$ cat src/rtl/booth_step_div_if.sv
// booth_step_div_if
//   Request/result bundle between a requester and the booth_step_div
//   restoring divider.
//
//   Requester -> divider : start, sgn, dividend[7:0], divisor[7:0]
//   Divider -> requester : busy, done, quotient[7:0], remainder[7:0],
//                          div_by_zero
//
//   master modport: the requester (ALU sequencer or testbench)
//   slave modport : the divider itself
interface booth_step_div_if;
  logic       start;
  logic       sgn;
  logic [7:0] dividend;
  logic [7:0] divisor;
  logic       busy;
  logic       done;
  logic [7:0] quotient;
  logic [7:0] remainder;
  logic       div_by_zero;

  modport master (
    output start, sgn, dividend, divisor,
    input  busy, done, quotient, remainder, div_by_zero
  );

  modport slave (
    input  start, sgn, dividend, divisor,
    output busy, done, quotient, remainder, div_by_zero
  );
endinterface

$ cat src/rtl/booth_step_div.sv
// booth_step_div
//   Sequential 8-bit restoring divider, one shift-subtract step per clock.
//   A start pulse in IDLE captures the operands; eight CALC cycles produce
//   the quotient/remainder; FIN registers the results and pulses done.
//   Fixed latency: done rises 9 cycles after the accepting edge.
//
//   Ports:
//     clk    rising-edge clock
//     rst_n  asynchronous active-low reset
//     bus    booth_step_div_if.slave
//              start/sgn/dividend/divisor in,
//              busy/done/quotient/remainder/div_by_zero out
//
//   Configuration macro: SIGNED_DIV_EN
//     defined   -> sgn=1 performs truncating two's-complement division
//     undefined -> sgn is ignored, unsigned only, no sign logic built
module booth_step_div (
  input  logic                 clk,
  input  logic                 rst_n,
  booth_step_div_if.slave      bus
);

  typedef enum logic [1:0] {
    IDLE = 2'd0,
    CALC = 2'd1,
    FIN  = 2'd2
  } state_t;

  state_t     state_q, state_d;
  logic [2:0] cnt_q, cnt_d;
  logic [8:0] a_q, a_d;
  logic [7:0] q_q, q_d;
  logic [7:0] m_q, m_d;
  logic [7:0] raw_q, raw_d;
  logic       dz_q, dz_d;
  logic [7:0] quotient_q, quotient_d;
  logic [7:0] remainder_q, remainder_d;
  logic       div_by_zero_q, div_by_zero_d;
  logic       done_q, done_d;

  logic [7:0] dvd_mag;
  logic [7:0] dvs_mag;
  logic [7:0] quo_fin;
  logic [7:0] rem_fin;

  // One restoring step: shift {A,Q} left, trial-subtract M, keep the
  // difference only when it did not borrow.
  logic [8:0] a_sh;
  logic [7:0] q_sh;
  logic [8:0] t;

  assign a_sh = {a_q[7:0], q_q[7]};
  assign q_sh = {q_q[6:0], 1'b0};
  assign t    = a_sh - {1'b0, m_q};

  // A never exceeds M-1 between steps, so its top bit is always clear.
  logic unused_a_msb;
  assign unused_a_msb = a_q[8];

`ifdef SIGNED_DIV_EN
  logic neg_quo_q, neg_quo_d;
  logic neg_rem_q, neg_rem_d;
  logic dvd_neg, dvs_neg;

  assign dvd_neg = bus.sgn & bus.dividend[7];
  assign dvs_neg = bus.sgn & bus.divisor[7];
  // -128 negates to 8'h80, which is 128 when read as unsigned.
  assign dvd_mag = dvd_neg ? (~bus.dividend + 8'd1) : bus.dividend;
  assign dvs_mag = dvs_neg ? (~bus.divisor + 8'd1) : bus.divisor;
  assign quo_fin = neg_quo_q ? (~q_q + 8'd1) : q_q;
  assign rem_fin = neg_rem_q ? (~a_q[7:0] + 8'd1) : a_q[7:0];

  // Sign corrections are decided at load and applied at FIN.
  always_comb begin
    neg_quo_d = neg_quo_q;
    neg_rem_d = neg_rem_q;
    if (state_q == IDLE && bus.start) begin
      neg_quo_d = dvd_neg ^ dvs_neg;
      neg_rem_d = dvd_neg;
    end
  end

  always_ff @(posedge clk or negedge rst_n) begin
    if (!rst_n) begin
      neg_quo_q <= 1'b0;
      neg_rem_q <= 1'b0;
    end else begin
      neg_quo_q <= neg_quo_d;
      neg_rem_q <= neg_rem_d;
    end
  end
`else
  logic unused_sgn;
  assign unused_sgn = bus.sgn;
  assign dvd_mag    = bus.dividend;
  assign dvs_mag    = bus.divisor;
  assign quo_fin    = q_q;
  assign rem_fin    = a_q[7:0];
`endif

  // Controller and datapath next-state. The raw dividend is kept so a
  // divide-by-zero can return it unchanged as the remainder.
  always_comb begin
    state_d       = state_q;
    cnt_d         = cnt_q;
    a_d           = a_q;
    q_d           = q_q;
    m_d           = m_q;
    raw_d         = raw_q;
    dz_d          = dz_q;
    quotient_d    = quotient_q;
    remainder_d   = remainder_q;
    div_by_zero_d = div_by_zero_q;
    done_d        = 1'b0;

    unique case (state_q)
      IDLE: begin
        if (bus.start) begin
          a_d     = 9'd0;
          q_d     = dvd_mag;
          m_d     = dvs_mag;
          raw_d   = bus.dividend;
          dz_d    = (bus.divisor == 8'd0);
          cnt_d   = 3'd0;
          state_d = CALC;
        end
      end
      CALC: begin
        if (t[8]) begin
          a_d = a_sh;
          q_d = q_sh;
        end else begin
          a_d = t;
          q_d = {q_sh[7:1], 1'b1};
        end
        cnt_d = cnt_q + 3'd1;
        if (cnt_q == 3'd7) begin
          state_d = FIN;
        end
      end
      FIN: begin
        if (dz_q) begin
          quotient_d  = 8'hFF;
          remainder_d = raw_q;
        end else begin
          quotient_d  = quo_fin;
          remainder_d = rem_fin;
        end
        div_by_zero_d = dz_q;
        done_d        = 1'b1;
        state_d       = IDLE;
      end
      default: begin
        state_d = IDLE;
      end
    endcase
  end

  always_ff @(posedge clk or negedge rst_n) begin
    if (!rst_n) begin
      state_q       <= IDLE;
      cnt_q         <= 3'd0;
      a_q           <= 9'd0;
      q_q           <= 8'd0;
      m_q           <= 8'd0;
      raw_q         <= 8'd0;
      dz_q          <= 1'b0;
      quotient_q    <= 8'd0;
      remainder_q   <= 8'd0;
      div_by_zero_q <= 1'b0;
      done_q        <= 1'b0;
    end else begin
      state_q       <= state_d;
      cnt_q         <= cnt_d;
      a_q           <= a_d;
      q_q           <= q_d;
      m_q           <= m_d;
      raw_q         <= raw_d;
      dz_q          <= dz_d;
      quotient_q    <= quotient_d;
      remainder_q   <= remainder_d;
      div_by_zero_q <= div_by_zero_d;
      done_q        <= done_d;
    end
  end

  // busy covers CALC and FIN, i.e. the nine cycles after acceptance.
  assign bus.busy        = (state_q != IDLE);
  assign bus.done        = done_q;
  assign bus.quotient    = quotient_q;
  assign bus.remainder   = remainder_q;
  assign bus.div_by_zero = div_by_zero_q;

endmodule
$ cat src/flat_wrapper.sv
// flat-port wrapper written by rule: the top's interface ports become plain ports
module booth_step_div_flat 
  (clk, rst_n, bus_start, bus_sgn, bus_dividend, bus_divisor, bus_busy, bus_done, bus_quotient, bus_remainder, bus_div_by_zero);
  booth_step_div_if bus_i ();
  input  logic clk;
  input  logic rst_n;
  input wire logic [$bits(bus_i.start)-1:0] bus_start;
  input wire logic [$bits(bus_i.sgn)-1:0] bus_sgn;
  input wire logic [$bits(bus_i.dividend)-1:0] bus_dividend;
  input wire logic [$bits(bus_i.divisor)-1:0] bus_divisor;
  output wire logic [$bits(bus_i.busy)-1:0] bus_busy;
  output wire logic [$bits(bus_i.done)-1:0] bus_done;
  output wire logic [$bits(bus_i.quotient)-1:0] bus_quotient;
  output wire logic [$bits(bus_i.remainder)-1:0] bus_remainder;
  output wire logic [$bits(bus_i.div_by_zero)-1:0] bus_div_by_zero;
  assign bus_i.start = bus_start;
  assign bus_i.sgn = bus_sgn;
  assign bus_i.dividend = bus_dividend;
  assign bus_i.divisor = bus_divisor;
  assign bus_busy = bus_i.busy;
  assign bus_done = bus_i.done;
  assign bus_quotient = bus_i.quotient;
  assign bus_remainder = bus_i.remainder;
  assign bus_div_by_zero = bus_i.div_by_zero;
  booth_step_div u_core (.clk(clk), .rst_n(rst_n), .bus(bus_i));
endmodule
$ cat config.mk
export PLATFORM = sky130hd
export DESIGN_NAME = booth_step_div_flat
export DESIGN_NICKNAME = d
export VERILOG_FILES = /design/src/rtl/booth_step_div_if.sv /design/src/rtl/booth_step_div.sv /design/src/flat_wrapper.sv
export SDC_FILE = /design/constraint.sdc
export NUM_CORES = 1
export LEC_CHECK = 0
export ABC_AREA = 1
export ABC_CLOCK_PERIOD_IN_PS = 1700
export CORE_MARGIN = 1.5
export CORE_UTILIZATION = 49
export DETAILED_ROUTE_END_ITERATION = 8
export PLACE_DENSITY = 0.84
export SLEW_MARGIN = 5
export SYNTH_ARGS = -nofsm -noshare
export SYNTH_HDL_FRONTEND = slang
export SYNTH_SLANG_ARGS = --single-unit
$ cat constraint.sdc
create_clock -name clk -period 1.7 [get_ports clk]
set_input_delay 0.17 -clock clk [delete_from_list [all_inputs] [get_ports clk]]
set_output_delay 0.17 -clock clk [all_outputs]
set_load 0.01 [all_outputs]
=== Yosys cells after proc, flatten, opt, wreduce, memory -nomap -nowiden ===
Cells that the tools add are included.

* Bits in registers: 56
* Input bits: 20
* Logic and storage cells: 39

* Add/subtract/negate cells: 2
* Eq/ne operators: 5
* Multiplexer cells: 14
* Reductions and logical operators: 7

{| class="wikitable"
|+ Operator list
! kind !! count
|-
| $mux W8 || 5
|-
| $pmux W8 S2 || 2
|-
| $sub A9 B8 Y9 || 1
|-
| $logic_not A8 Y1 || 1
|-
| $pmux W3 S2 || 1
|-
| $reduce_and A2 Y1 || 3
|-
| $mux W2 || 2
|-
| $pmux W2 S2 || 1
|-
| $reduce_bool A2 Y1 || 2
|-
| $add A3 B1 Y3 const B || 1
|-
| $eq A3 B3 Y1 const B || 1
|-
| $mux W3 || 1
|-
| $eq A2 B1 Y1 const B || 1
|-
| $eq A2 B2 Y1 const B || 1
|-
| $logic_not A2 Y1 || 1
|-
| $mux W1 || 2
|-
| $ne A2 B1 Y1 const B || 1
|-
| $ne A2 B2 Y1 const B || 1
|}

=== Depth between registers and ports, before layout ===
* Word-level depth: 3
* Depth in mapped cells: 14
* Gate-level depth less buffers: 14

=== Least setup slack after synthesis ===
OpenSTA, ideal clock, no wires.

* Path type: flip-flop to flip-flop
* From: register u_core.q_q[7]
* To: register u_core.a_q[7]
* Setup time: 0.116 ns
* Arrival time: 1.704 ns
* Setup slack: -0.121 ns
* Cell stages (with the launch flop): 15
* Period minus slack after synthesis: 1.821 ns
* Cells stage by stage: dfrtp_1 > inv_1 > ha_1 > inv_1 > fa_1 > nand2_1 > nand2_2 > nand3_2 > nand2_2 > nand2_4 > nand2_8 > nand2_2 > nand2_1 > nand2_1 > nand2_1

* Longest elaborated chain between the ends: 3

{| class="wikitable"
|+ Ends and longest elaborated chain
! what !! RTL line !! source
|-
| start, declared || booth_step_div.sv:32 || <nowiki>logic [7:0] q_q, q_d;</nowiki>
|-
| start signal, assigned || booth_step_div.sv:176 || <nowiki>q_q <= q_d;</nowiki>
|-
| $sub A9 B8 Y9 || booth_step_div.sv:54 || <nowiki>assign t = a_sh - {1'b0, m_q};</nowiki>
|-
| $mux W8 || booth_step_div.sv:129 || <nowiki>if (t[8]) begin</nowiki>
|-
| $pmux W8 S2 || booth_step_div.sv:116 || <nowiki>unique case (state_q)</nowiki>
|-
| end signal, assigned || booth_step_div.sv:163 || <nowiki>a_q <= 9'd0;</nowiki>
|-
| end signal, assigned || booth_step_div.sv:175 || <nowiki>a_q <= a_d;</nowiki>
|-
| end, declared || booth_step_div.sv:31 || <nowiki>logic [8:0] a_q, a_d;</nowiki>
|}

No other way between the ends.
A chain may end at the register's enable or synchronous reset.

=== Worst setup path in the final report ===
* From: register u_core.q_q[7]
* To: register u_core.a_q[4]

The elaborated chain is that of the path after synthesis.

==> results <==
what timing repair did:
action | CTS | global route
endpoints found under the setup margin | 9 | 10
hold buffers | 1 | 0
hold endpoints to repair | 19 | 0
buffers inserted | 11 | 1
pin swaps | 12 | 8
cloned | 3 | 0
resized for setup | 12 | 7
sequential cells by signal, indices dropped and copies added, names as in the netlist:
name,cells
u_core.raw_q,8
u_core.bus.quotient,8
u_core.bus.div_by_zero,1
u_core.state_q,2
u_core.bus.remainder,8
u_core.bus.done,1
u_core.q_q,8
u_core.a_q,8
u_core.dz_q,1
u_core.m_q,8
u_core.cnt_q,3
critical path, delay by kind of cell (launching register included):
family	cells	cell delay, ps
buf+inv	2	130
simple gates	8	750
fa+ha+maj	2	470
flops	1	420
power by group through the flow:
stage / logic (W) / registers [W] / clock network (W)
3_5_place_dp: 0.00439 / 0.00240 / 0
5_1_grt: 0.00574 / 0.00248 / 0.000834
3_3_place_gp: 0.00418 / 0.00236 / 0
2_1_floorplan: 0.00284 / 0.00242 / 0
4_1_cts: 0.00498 / 0.00238 / 0.000785
6_report: 0.00527 / 0.00241 / 0.000781
cells by family after synthesis:
| group | count (synthesis) | synth area share (%) |
|---|---|---|
| adders and majority gates | 11 | 5.21 |
| xor gates and xnor gates | 3 | 0.944 |
| buffers and inverters | 37 | 5.62 |
| and+or+nand+nor | 184 | 30.2 |
| DFF | 56 | 50.3 |
| AOI/OAI and AO/OA | 39 | 7.69 |
cell usage in the layout (no fill, tap or decap), types with 2 or more instances in the layout:
| cell type | instances |
|---|---|
| nand2_8 | 2 |
| clkbuf_8 | 5 |
| ha_1 | 9 |
| nor2_4 | 2 |
| nand2_1 | 116 |
| nand3_4 | 3 |
| nor2_1 | 15 |
| inv_2 | 5 |
| a21oi_1 | 2 |
| inv_1 | 23 |
| nor4_1 | 2 |
| buf_4 | 30 |
| nand3_2 | 3 |
| nand2_2 | 11 |
| clkinvlp_4 | 2 |
| dfrtp_1 | 56 |
| nand3b_1 | 9 |
| nor2_2 | 3 |
| clkdlybuf4s50_1 | 36 |
| o21ai_0 | 32 |
| nand2_4 | 3 |
| xnor2_1 | 2 |
| a22o_1 | 2 |
| nand3_1 | 17 |
stage by stage:
| stage | hold WS, ps | util [%] | cell area, um^2 |
|---|---|---|---|
| final | 346 | 66.5 | 3660 |
| after global routing | 411 | 66.5 | 3660 |
| after CTS | 354 | 66.1 | 3640 |
| after detailed placement | 169 | 61.1 | 3360 |
| after global placement | 154 | 61.1 | 3360 |
| after floorplan | -126 | - | 2790 |
path summary, 6_finish.rpt:
kind	from	endpoint	slack [ps]
setup reg to reg	u_core.q_q[7]	u_core.a_q[4]	-170
hold / removal	rst_n	u_core.bus.quotient[5]	350
hold reg to reg	u_core.bus.quotient[4]	u_core.bus.quotient[4]	490
setup / recovery	u_core.q_q[7]	u_core.a_q[4]	-170
min in group clk	bus_dividend[4]	u_core.raw_q[4]	410
max in group asynchronous	rst_n	u_core.m_q[3]	800
area by class of cell:
| type | count | area share (%) |
|---|---|---|
| Multi-Input combinational cell | 240 | 36.5 |
| Sequential cell | 56 | 38.3 |
| Tap cell | 72 | 2.46 |
| Clock buffer | 5 | 1.88 |
| Timing Repair Buffer | 70 | 17.2 |
| Clock inverter | 3 | 0.717 |
| Inverter | 29 | 2.97 |
metal layers:
metal | GRT usage (%) | vias to the layer above
met4 | 12.5 | 0
li1 | - | 1200
met2 | 45.6 | 120
met5 | 0 | -
met3 | 5.12 | 30
met1 | 29.1 | 1280
==> flow_summary.toml <==
[status]
outcome = "complete, but fails checks"
violations = "setup timing"

[yosys]
synth_cell_type_count = 29
synth_cells = 330
synth_top_cell_by_area = "dfrtp_1"
netlist_area_um2 = 2780
synthTopCellsByArea = "dfrtp_1, nand2_1, o21ai_0"
synth-seq-cells = 56
synth_nets = 361
async_flop_share_pct = 100
ys_warn_count = 0
yosys.area.top_type_share_pct = 50.3
postSynthAreaPerCell_um2 = 8.44
yosysMostFrequentCell = "nand2_1"
synth_enable_flop_cells = 0
synth_common_cells = "nand2_1, dfrtp_1, o21ai_0, inv_1, nand3_1"
ys_seq_area_share_pct = 50.3
synth_flop_cell = "dfrtp_1"

[power_and_ir_drop]
share_comb_of_total_power_pct = 62.3
power_leakage_nw = 1.81
power_switching_w = 0.00385
ir_drop_mv = 0.982
clkPwrFrac_pct = 9.2
p_int_w = 0.00461
seqPwrFrac_pct = 28.4
swShare_pct = 45.5
power.density_nw_per_um2 = 2310
total_power_w = 0.00846

[cts]
cts_sinks = 56
htreeDepth = 2
clockBufferDepth = 2
cts_tree = "built"
root_buffer = "clkbuf_8"
cts.clk_slew.worst_paths_ps = 110
clkLatencyLatePin_ps = 320
numCtsBuffers = 5

[die]
start_util_pct = 50.6
die-area_um2 = 6140
die_h_um = 78.4
coreArea_um2 = 5510
boundaryPins = 39
die_x_um = 78.4
rows = 27

[setup_path]
worstPathCellList = "inv_2, ha_4, inv_2, fa_2, nand2_2, nand2_4, nand3_4, nand3_4, nand2_4, nand2_1, nand3_1, nand2_1"
endpoint_kind = "register"
crit_required_ps = 1920
critPathKind = "register to register"
worst_ep_arrival_time_ps = 2090
cp-start-kind = "register"
path_max_fanout = 6
crit_path_top_delay_cell = "dfrtp_1"
slowest_delay_ps = 420
rr_worst_depth = 12

[worst_hold_path]
holdCritPathClass = "primary input to asynchronous set/reset pin"

[sta]
slew_violations = 0
final_hold_viol_count = 0
max_freq_mhz = 535
slew-limit-headroom_pct = 63.4
setup_tns_ps = -1290
skew_ps = 4.88
fin_crit_ps = 1870
worstMarginPinSlew_ps = 548
rsz0062_at_grt = "true"
fin_ws_ps = -169
finalSetupViolCount = 9
fin_crit_sh_pct = 110

[detailed_routing]
drt_pre_antenna_iters = 5
routed_wl_um = 7210
wl_per_cell_um = 15.2
ant_nets = 0
vias_per_cell = 5.54
drt-met1-wl_um = 2830
top_layer = "met4"
drtIter0Drc = 293
drc = 0
route.met3.wl_um = 380
wl_met2_um = 3740
vias = 2630

[finish]
drive_above_1_share_pct = 19.4
final_cells = 475
nets = 433
regArea_um2 = 1400
areaGrowthSynthToFinish_pct = 31.6
n_antenna_cell = 0
fill_cells = 410
multi_input_area_um2 = 1340

[grt]
grt_max_degree = 27
track_usage_pct = 25.5
antenna_found_initial = 0
grt-ovfl-total = 0
grt_pass1_vias = 2665
grt_pass1_wl_um = 12000

[place]
dp_cells = 452
dp.final_hpwl_um = 4690
gp_congestion = 0.824
pre_cts_ws_ps = -152
io_buffers = 37

[run]
max_cap_violations = 0
Note: power is estimated with default switching activity, not from simulation.
